$ cat config.mk
export PLATFORM = sky130hd
export DESIGN_NAME = rr_arbiter_4
export DESIGN_NICKNAME = d
export VERILOG_FILES = /design/src/rtl/rr_arb_pkg.sv /design/src/rtl/rr_pick_next.sv /design/src/rtl/rr_arbiter_4.sv
export SDC_FILE = /design/constraint.sdc
export NUM_CORES = 1
export LEC_CHECK = 0
export ABC_CLOCK_PERIOD_IN_PS = 3300
export CAP_MARGIN = 20
export CORE_UTILIZATION = 42
export DETAILED_ROUTE_END_ITERATION = 10
export GPL_TIMING_DRIVEN = 0
export SYNTH_ARGS = -nofsm -noshare
export SYNTH_HDL_FRONTEND = slang
export SYNTH_SLANG_ARGS = --single-unit
$ cat constraint.sdc
create_clock -name clk -period 3.3 [get_ports clk]
set_input_delay 0.66 -clock clk [delete_from_list [all_inputs] [get_ports clk]]
set_output_delay 0.66 -clock clk [all_outputs]
set_load 0.01 [all_outputs]
$ cat src/rtl/rr_arb_pkg.sv
// Shared types and helpers for the 4-requester round-robin arbiter.
package rr_arb_pkg;

  localparam int NUM_REQ = 4;
  localparam int IDX_W   = 2;

  typedef enum logic [0:0] {
    IDLE  = 1'b0,
    GRANT = 1'b1
  } state_t;

  function automatic logic [IDX_W-1:0] next_ptr(input logic [IDX_W-1:0] idx);
    return (idx == IDX_W'(NUM_REQ - 1)) ? '0 : idx + 1'b1;
  endfunction

endpackage

$ cat src/rtl/rr_pick_next.sv
// Combinational round-robin search: first set candidate bit after ptr, wrapping mod NUM_REQ.
module rr_pick_next
  import rr_arb_pkg::*;
(
  input  logic [NUM_REQ-1:0] cand,
  input  logic [IDX_W-1:0]   ptr,
  output logic [IDX_W-1:0]   idx,
  output logic               found
);

  logic [IDX_W-1:0] probe;

  // ptr itself is probed last, so the previous winner has lowest priority
  always_comb begin
    idx   = '0;
    found = 1'b0;
    probe = ptr;
    for (int k = 0; k < NUM_REQ; k++) begin
      probe = next_ptr(probe);
      if (!found && cand[probe]) begin
        idx   = probe;
        found = 1'b1;
      end
    end
  end

endmodule

$ cat src/rtl/rr_arbiter_4.sv
// Round-robin arbiter with bounded grant tenure, driving a 2:4 decoder's D/en inputs.
// Define RR_ARBITER_4_PRIO0_EN to give requester 0 preemptive priority.
module rr_arbiter_4
  import rr_arb_pkg::*;
#(
  parameter int MAX_HOLD = 4
) (
  input  logic                 clk,
  input  logic                 rst_n,
  input  logic [NUM_REQ-1:0]   req,
  output logic [IDX_W-1:0]     gnt_idx,
  output logic                 gnt_valid,
  output logic                 gnt_new
);

  localparam int              HOLD_W     = (MAX_HOLD < 1) ? 1 : $clog2(MAX_HOLD + 1);
  localparam logic [HOLD_W-1:0] HOLD_LIMIT = HOLD_W'(MAX_HOLD);

  generate
    if (MAX_HOLD < 1) begin : g_bad_max_hold
      $error("rr_arbiter_4: MAX_HOLD must be at least 1");
    end
  endgenerate

  state_t             state;
  logic [IDX_W-1:0]   last;
  logic [HOLD_W-1:0]  hold_cnt;

  logic [NUM_REQ-1:0] holder_mask;
  logic [NUM_REQ-1:0] others;
  logic [NUM_REQ-1:0] cand;
  logic               holder_req;
  logic               expire;
  logic               rr_issue;
  logic               issue;
  logic [IDX_W-1:0]   pick_idx;
  logic [IDX_W-1:0]   issue_idx;
  logic               pick_found;

  assign holder_mask = NUM_REQ'(1) << gnt_idx;
  assign others      = req & ~holder_mask;
  assign holder_req  = (state == GRANT) && |(req & holder_mask);

  // A drop in the same cycle as tenure expiry is handled as a plain drop
  assign expire = holder_req && (hold_cnt == HOLD_LIMIT) && (|others);
  assign cand   = expire ? others : req;

  rr_pick_next u_pick (
    .cand  (cand),
    .ptr   (last),
    .idx   (pick_idx),
    .found (pick_found)
  );

  assign rr_issue = pick_found && (!holder_req || expire);

`ifdef RR_ARBITER_4_PRIO0_EN
  logic prio_blk;
  logic preempt;

  // Once requester 0 has been passed over it must release req[0] before preempting again
  assign preempt   = req[0] && !(state == GRANT && gnt_idx == '0) && !prio_blk;
  assign issue     = preempt || rr_issue;
  assign issue_idx = preempt ? '0 : pick_idx;

  always_ff @(posedge clk or negedge rst_n) begin
    if (!rst_n) begin
      prio_blk <= 1'b0;
    end else if (!req[0]) begin
      prio_blk <= 1'b0;
    end else if (issue && issue_idx != '0) begin
      prio_blk <= 1'b1;
    end
  end
`else
  assign issue     = rr_issue;
  assign issue_idx = pick_idx;
`endif

  always_ff @(posedge clk or negedge rst_n) begin
    if (!rst_n) begin
      state     <= IDLE;
      gnt_idx   <= '0;
      gnt_valid <= 1'b0;
      gnt_new   <= 1'b0;
      last      <= IDX_W'(NUM_REQ - 1);
      hold_cnt  <= '0;
    end else if (issue) begin
      state     <= GRANT;
      gnt_idx   <= issue_idx;
      last      <= issue_idx;
      gnt_valid <= 1'b1;
      gnt_new   <= 1'b1;
      hold_cnt  <= HOLD_W'(1);
    end else if (holder_req) begin
      gnt_new <= 1'b0;
      if (hold_cnt != HOLD_LIMIT) begin
        hold_cnt <= hold_cnt + 1'b1;
      end
    end else begin
      // gnt_idx deliberately keeps its last value while idle
      state     <= IDLE;
      gnt_valid <= 1'b0;
      gnt_new   <= 1'b0;
      hold_cnt  <= '0;
    end
  end

endmodule

==> flow_summary.ini, run 1 <==
[pwr]
combPwrFrac_pct = 57.3
seq_power_share_pct = 31.0
leakage_nw = 0.343
p_per_area_nw_per_um2 = 841
clkPwrFrac_pct = 11.7
p_int_uw = 416
peakVddDrop_uv = 353
p_sw_uw = 301
p_sw_share_pct = 42.0

[clocking]
htreeDepth = 1
tritoncts = yes
post-cts-setup-buffer-count = 0
cts_hold_buf = 0
cts_inserted_buffers = 3
clock_sinks = 9
cts_resized = 0
clk_latency_ns = 0.26
cts_root_buffer = clkbuf_4
clk_pin_slew_ns = 0.06
clockBufferDepth = 2

[detailed_routing]
dr.pass1.iters = 7
drtIter0Drc = 23
vias_per_cell = 5.90
vias = 620
drtAntennaViolNets = 0
wl_per_cell_um = 13.8
routed_wirelength_um = 1450
drc = 2

[timing]
maxSlewHeadroom_pct = 62.0
worst_slew_pin_slew_ns = 0.564
fin_crit_sh_pct = 76.4
rsz0062_at_grt = false
min_period_ns = 2.52
setup_tns_ns = 0
max_freq_mhz = 396
fin_skew_ns = 0.00905
hold_violations = 0
slew_violations = 0
setup_viol = 0

[synth]
syn_avg_cell_area_um2 = 9.42
ys_warn_count = 0
yosys-top-cells-area = dfrtp_1, dfstp_2, o31ai_1
netlist_area_um2 = 726
synth_top_area_cell = dfrtp_1
synth_seq_area_share_pct = 31.4
syn_nets = 86
ys_ff_latch = 9
synth_top_area_share_pct = 24.1
synth.distinct_cells = 34
syn_inst = 77

[floorplanning]
io-pin-count = 10
die_h_um = 43.6
std_cell_rows = 14
die-area_um2 = 1900
core_um2 = 1560
start_util_pct = 46.5
die_w_um = 43.6

[critical_path]
critical_path.max_fanout = 9
required_ns = 3.48
arrival_ns = 2.70
crit_path_end_kind = flop
crit_type = in -> reg
worstSetupStartpointType = input port

[placement]
portBuffers = 8
dpl_cell_area_um2 = 826
globalplace.congestion = 0.744
dp_hpwl_um = 1100

[finish]
nets = 99
num_antenna_cells = 0
multi_input_area_um2 = 452
nFillCells = 141
regArea_um2 = 228
design_area_um2 = 852
drive_gt1_share_pct = 15.7
syn2layout_area_growth_pct = 17.4

[global_route]
grt_overflow = 0
grt_pass1_vias = 584
grt_pass1_wl_um = 2480
antenna_found_initial = 0
grt_max_degree = 11
grt_use_total_pct = 17.2

[job]
max_cap_viol_count = 0

[run_status]
status = finished, violations left
violations = design-rule violations

[hold_path]
worst_hold_path_type = reg -> reg
## per-stage QoR
| stage | hold slack (ns) | worst slack (ns) | utilization [%] | instances | power, mW |
|---|---|---|---|---|---|
| floorplan | 0.364 | 1.13 | - | 77 | 0.521 |
| global placement | 0.469 | 0.510 | 53.0 | 101 | 0.629 |
| detailed placement | 0.473 | 0.516 | 53.0 | 101 | 0.634 |
| CTS | 0.484 | 0.779 | 54.7 | 105 | 0.722 |
| global route | 0.503 | 0.576 | 54.7 | 105 | 0.784 |
| finish | 0.480 | 0.778 | 54.7 | 105 | 0.716 |
## metal layers
| metal | vias to the layer above | GRT usage, % | share of wire [%] | wire length, µm |
|---|---|---|---|---|
| li1 | 320 | - | - | - |
| met1 | 284 | 24.9 | 50 | 728 |
| met2 | 16 | 26.3 | 46 | 667 |
| met3 | 0 | 1.25 | 4.0 | 58 |
| met4 | 0 | 7.50 | 0 | 0 |
| met5 | - | 0 | 0 | 0 |
## cell families after synthesis
group | count (synthesis) | share of synthesized area, %
XOR/XNOR | 1 | 1.21
multiplexers | 4 | 7.24
AND/OR/NAND/NOR | 28 | 21.6
adder cells (fa/ha/maj) | 3 | 5.17
AO/OA/AOI/OAI | 22 | 27.1
buffers and inverters | 10 | 6.38
flip-flops | 9 | 31.4
## power by group through the flow
stage	registers (mW)	logic [mW]	clock network, mW
finish	0.222	0.411	0.0839
global route	0.229	0.462	0.0922
CTS	0.222	0.411	0.0885
detailed placement	0.226	0.408	0
global placement	0.224	0.405	0
floorplan	0.221	0.300	0
## synth_stat cells, drive strengths merged
master,n
or2,2
o41ai,1
inv,8
xnor2,1
dfstp,2
o311ai,1
dfrtp,7
mux4,1
nand3,1
o31ai,6
nand4b,1
a311oi,1
nand2,8
nor2,5
a21boi,2
o31a,1
or4b,3
nor3,3
a22o,1
a32oi,1
o22ai,1
o21ai,1
nor4,2
a31oi,1
ha,3
mux2i,3
a21oi,3
buf,2
nand4bb,1
o32ai,2
and2,2
## worst max-delay path, cell delays in order
cell             delay [ns]
clkdlybuf4s50_1        0.54
or4b_1                 0.62
a31oi_4                0.27
o41ai_2                0.16
a21boi_4               0.25
mux2i_1                0.21
## path summary, 6_finish.rpt
kind	cells past startpoint	startpoint	slack, ns	endpoint
worst max-delay path	6	req[3]	0.78	last[0]
worst min-delay path	2	last[0]	0.48	last[0]
worst max register to register	7	hold_cnt[0]	1.25	gnt_idx[1]
worst min register to register	2	last[0]	0.48	last[0]
max in group asynchronous	1	rst_n	2.27	last[1]
min in group asynchronous	1	rst_n	0.70	hold_cnt[1]
## layout by cell type, fill, tap and decap left out, types with 2 or more instances in the layout
| cell | netlist | routed |
|---|---|---|
| o31ai_1 | 6 | 6 |
| nor4_1 | 2 | 2 |
| and2_1 | 2 | 2 |
| dfstp_2 | 2 | 2 |
| or2_2 | 2 | 2 |
| inv_1 | 8 | 8 |
| clkdlybuf4s50_1 | 0 | 8 |
| clkbuf_4 | 0 | 3 |
| nand2_1 | 8 | 8 |
| o32ai_1 | 2 | 2 |
| or4b_1 | 2 | 2 |
| dfrtp_1 | 7 | 7 |
| mux2i_1 | 3 | 3 |
| nor2_1 | 5 | 5 |
| ha_1 | 3 | 3 |
| nor3_1 | 3 | 3 |
| a21oi_1 | 3 | 3 |
## area by class of cell
class	instances	area share, %
buffer	2	1.91
clock buffer	4	3.08
inverter	8	3.52
multi-input combinational	58	53.0
sequential	9	26.7
tap	16	2.35
timing repair buffer	8	9.40
## sequential cells by signal, summed over array words and instances, names as in the netlist
name,cells
hold_cnt,3
gnt_idx,2
last,2
gnt_new,1
state,1
Power figures use the tool's default switching activity.
==> inputs of run 2 (changes only) <==
Settings changed: ABC_CLOCK_PERIOD_IN_PS 3300 to 2560.
Clock period 3.3 ns to 2.56 ns, I/O delays scaled along.
==> flow_summary.ini, run 2 (same netlist as run 1, synthesis figures left out) <==
[global_route]
grt_overflow = 0
grt_max_degree = 11
grt_pass1_vias = 584
grt_pass1_wl_um = 2480
grt_use_total_pct = 17.2
antenna_found_initial = 0

[critical_path]
crit_type = in -> reg
critical_path.max_fanout = 9
timing.rr.start = hold_cnt[0]
crit_path_end_kind = flop
worstSetupStartpointType = input port
arrival_ns = 2.56
crit_start = req[3]
required_ns = 2.74

[finish]
design_area_um2 = 858
multi_input_area_um2 = 458
num_antenna_cells = 0
nFillCells = 139
mostFrequentLayoutCells = inv_1, nand2_1, clkdlybuf4s50_1
syn2layout_area_growth_pct = 18.3
reg_top3 = hold_cnt (3), gnt_idx (2), last (2)
largest_reg_flops = 3
regArea_um2 = 228
regMostFlops = hold_cnt
drive_gt1_share_pct = 16.9
nets = 99

[pwr]
peakVddDrop_uv = 461
leakage_nw = 0.344
p_per_area_nw_per_um2 = 1080
p_total_uw = 928

[detailed_routing]
drc = 2
routed_wirelength_um = 1460
vias_per_cell = 5.90
vias = 619
wl_per_cell_um = 13.9
dr.pass1.iters = 7
drtIter0Drc = 21
drtAntennaViolNets = 0

[clocking]
cts_root_buffer = clkbuf_4
htreeDepth = 1
tritoncts = yes
clk_pin_slew_ns = 0.06
cts_inserted_buffers = 3
post-cts-setup-buffer-count = 0
clock_sinks = 9
clk_latency_ns = 0.26
clockBufferDepth = 2
cts_hold_buf = 0

[floorplanning]
die-area_um2 = 1900
start_util_pct = 46.5
die_h_um = 43.6
std_cell_rows = 14
core_um2 = 1560
die_w_um = 43.6
io-pin-count = 10

[timing]
fin_skew_ns = 0.00903
min_period_ns = 2.38
slew_violations = 0
rsz0062_at_grt = false
maxSlewHeadroom_pct = 63.4
hold_violations = 0
setup_viol = 0
worst_slew_pin_slew_ns = 0.544
fin_crit_sh_pct = 92.9
max_freq_mhz = 420

[run_status]
violations = design-rule violations
status = finished, violations left

[placement]
portBuffers = 8
dp_hpwl_um = 1100
globalplace.congestion = 0.744
dpl_cell_area_um2 = 826

[job]
max_cap_viol_count = 0

[hold_path]
min_from = last[0]
worst_hold_path_type = reg -> reg
-- run 2: cell counts in the layout (fill, tap and decap cells not counted) --
No cell type changed its count.
-- run 2: area by class of cell --
| type | count | area share [%] |
|---|---|---|
| buffer | 2 | 1.90 |
| clock buffer | 4 | 3.06 |
| inverter | 8 | 3.50 |
| multi-input combinational | 58 | 53.4 |
| sequential | 9 | 26.5 |
| tap | 16 | 2.33 |
| timing repair buffer | 8 | 9.33 |
-- run 2: timing repair --
item,4_1_cts,5_1_grt
setup endpoints to repair,0,2
gates resized for setup,0,1
hold endpoints to repair,0,0
-- run 2: path summary, 6_finish.rpt --
kind,slack (ns),to,cells past startpoint
worst min-delay path,0.48,last[0],2
min in group asynchronous,0.55,hold_cnt[1],1
worst min register to register,0.48,last[0],2
worst max register to register,0.51,gnt_idx[1],7
worst max-delay path,0.18,last[0],6
max in group asynchronous,1.68,last[1],1
-- run 2: worst max-delay path, stage by stage --
cell and delay [ns]:
clkdlybuf4s50_1 0.54, or4b_1 0.62, a31oi_4 0.27, o41ai_2 0.16, a21boi_4 0.25, mux2i_1 0.21
-- run 2: routing by layer --
metal | track usage (%) | up-vias | share of wire [%] | wire length, µm
met5 | 0 | - | 0 | 0
met4 | 7.50 | 0 | 0 | 0
met3 | 1.25 | 0 | 2.9 | 42
met2 | 26.3 | 12 | 45 | 660
met1 | 24.9 | 288 | 52 | 755
li1 | - | 319 | - | -
-- run 2: report_power, final --
group	total (mW)	switching [mW]	leakage, nW	internal (mW)
Sequential	0.288	0.0689	0.103	0.219
Combinational	0.532	0.274	0.226	0.258
Clock	0.108	0.0483	0.0150	0.0599
Total	0.928	0.392	0.344	0.537
-- run 2: metrics by stage --
stage                     utilization (%)  hold slack, ns  TNS [ns]  std cells  worst slack, ns
after global placement               53.0           0.469    -0.283        101          -0.0824
final                                55.1           0.480         0        105            0.182
after CTS                            54.7           0.484         0        105            0.187
after global routing                 55.1           0.503         0        105           0.0546
after floorplan                         -           0.216         0         77            0.534
after detailed placement             53.0           0.473    -0.185        101          -0.0760
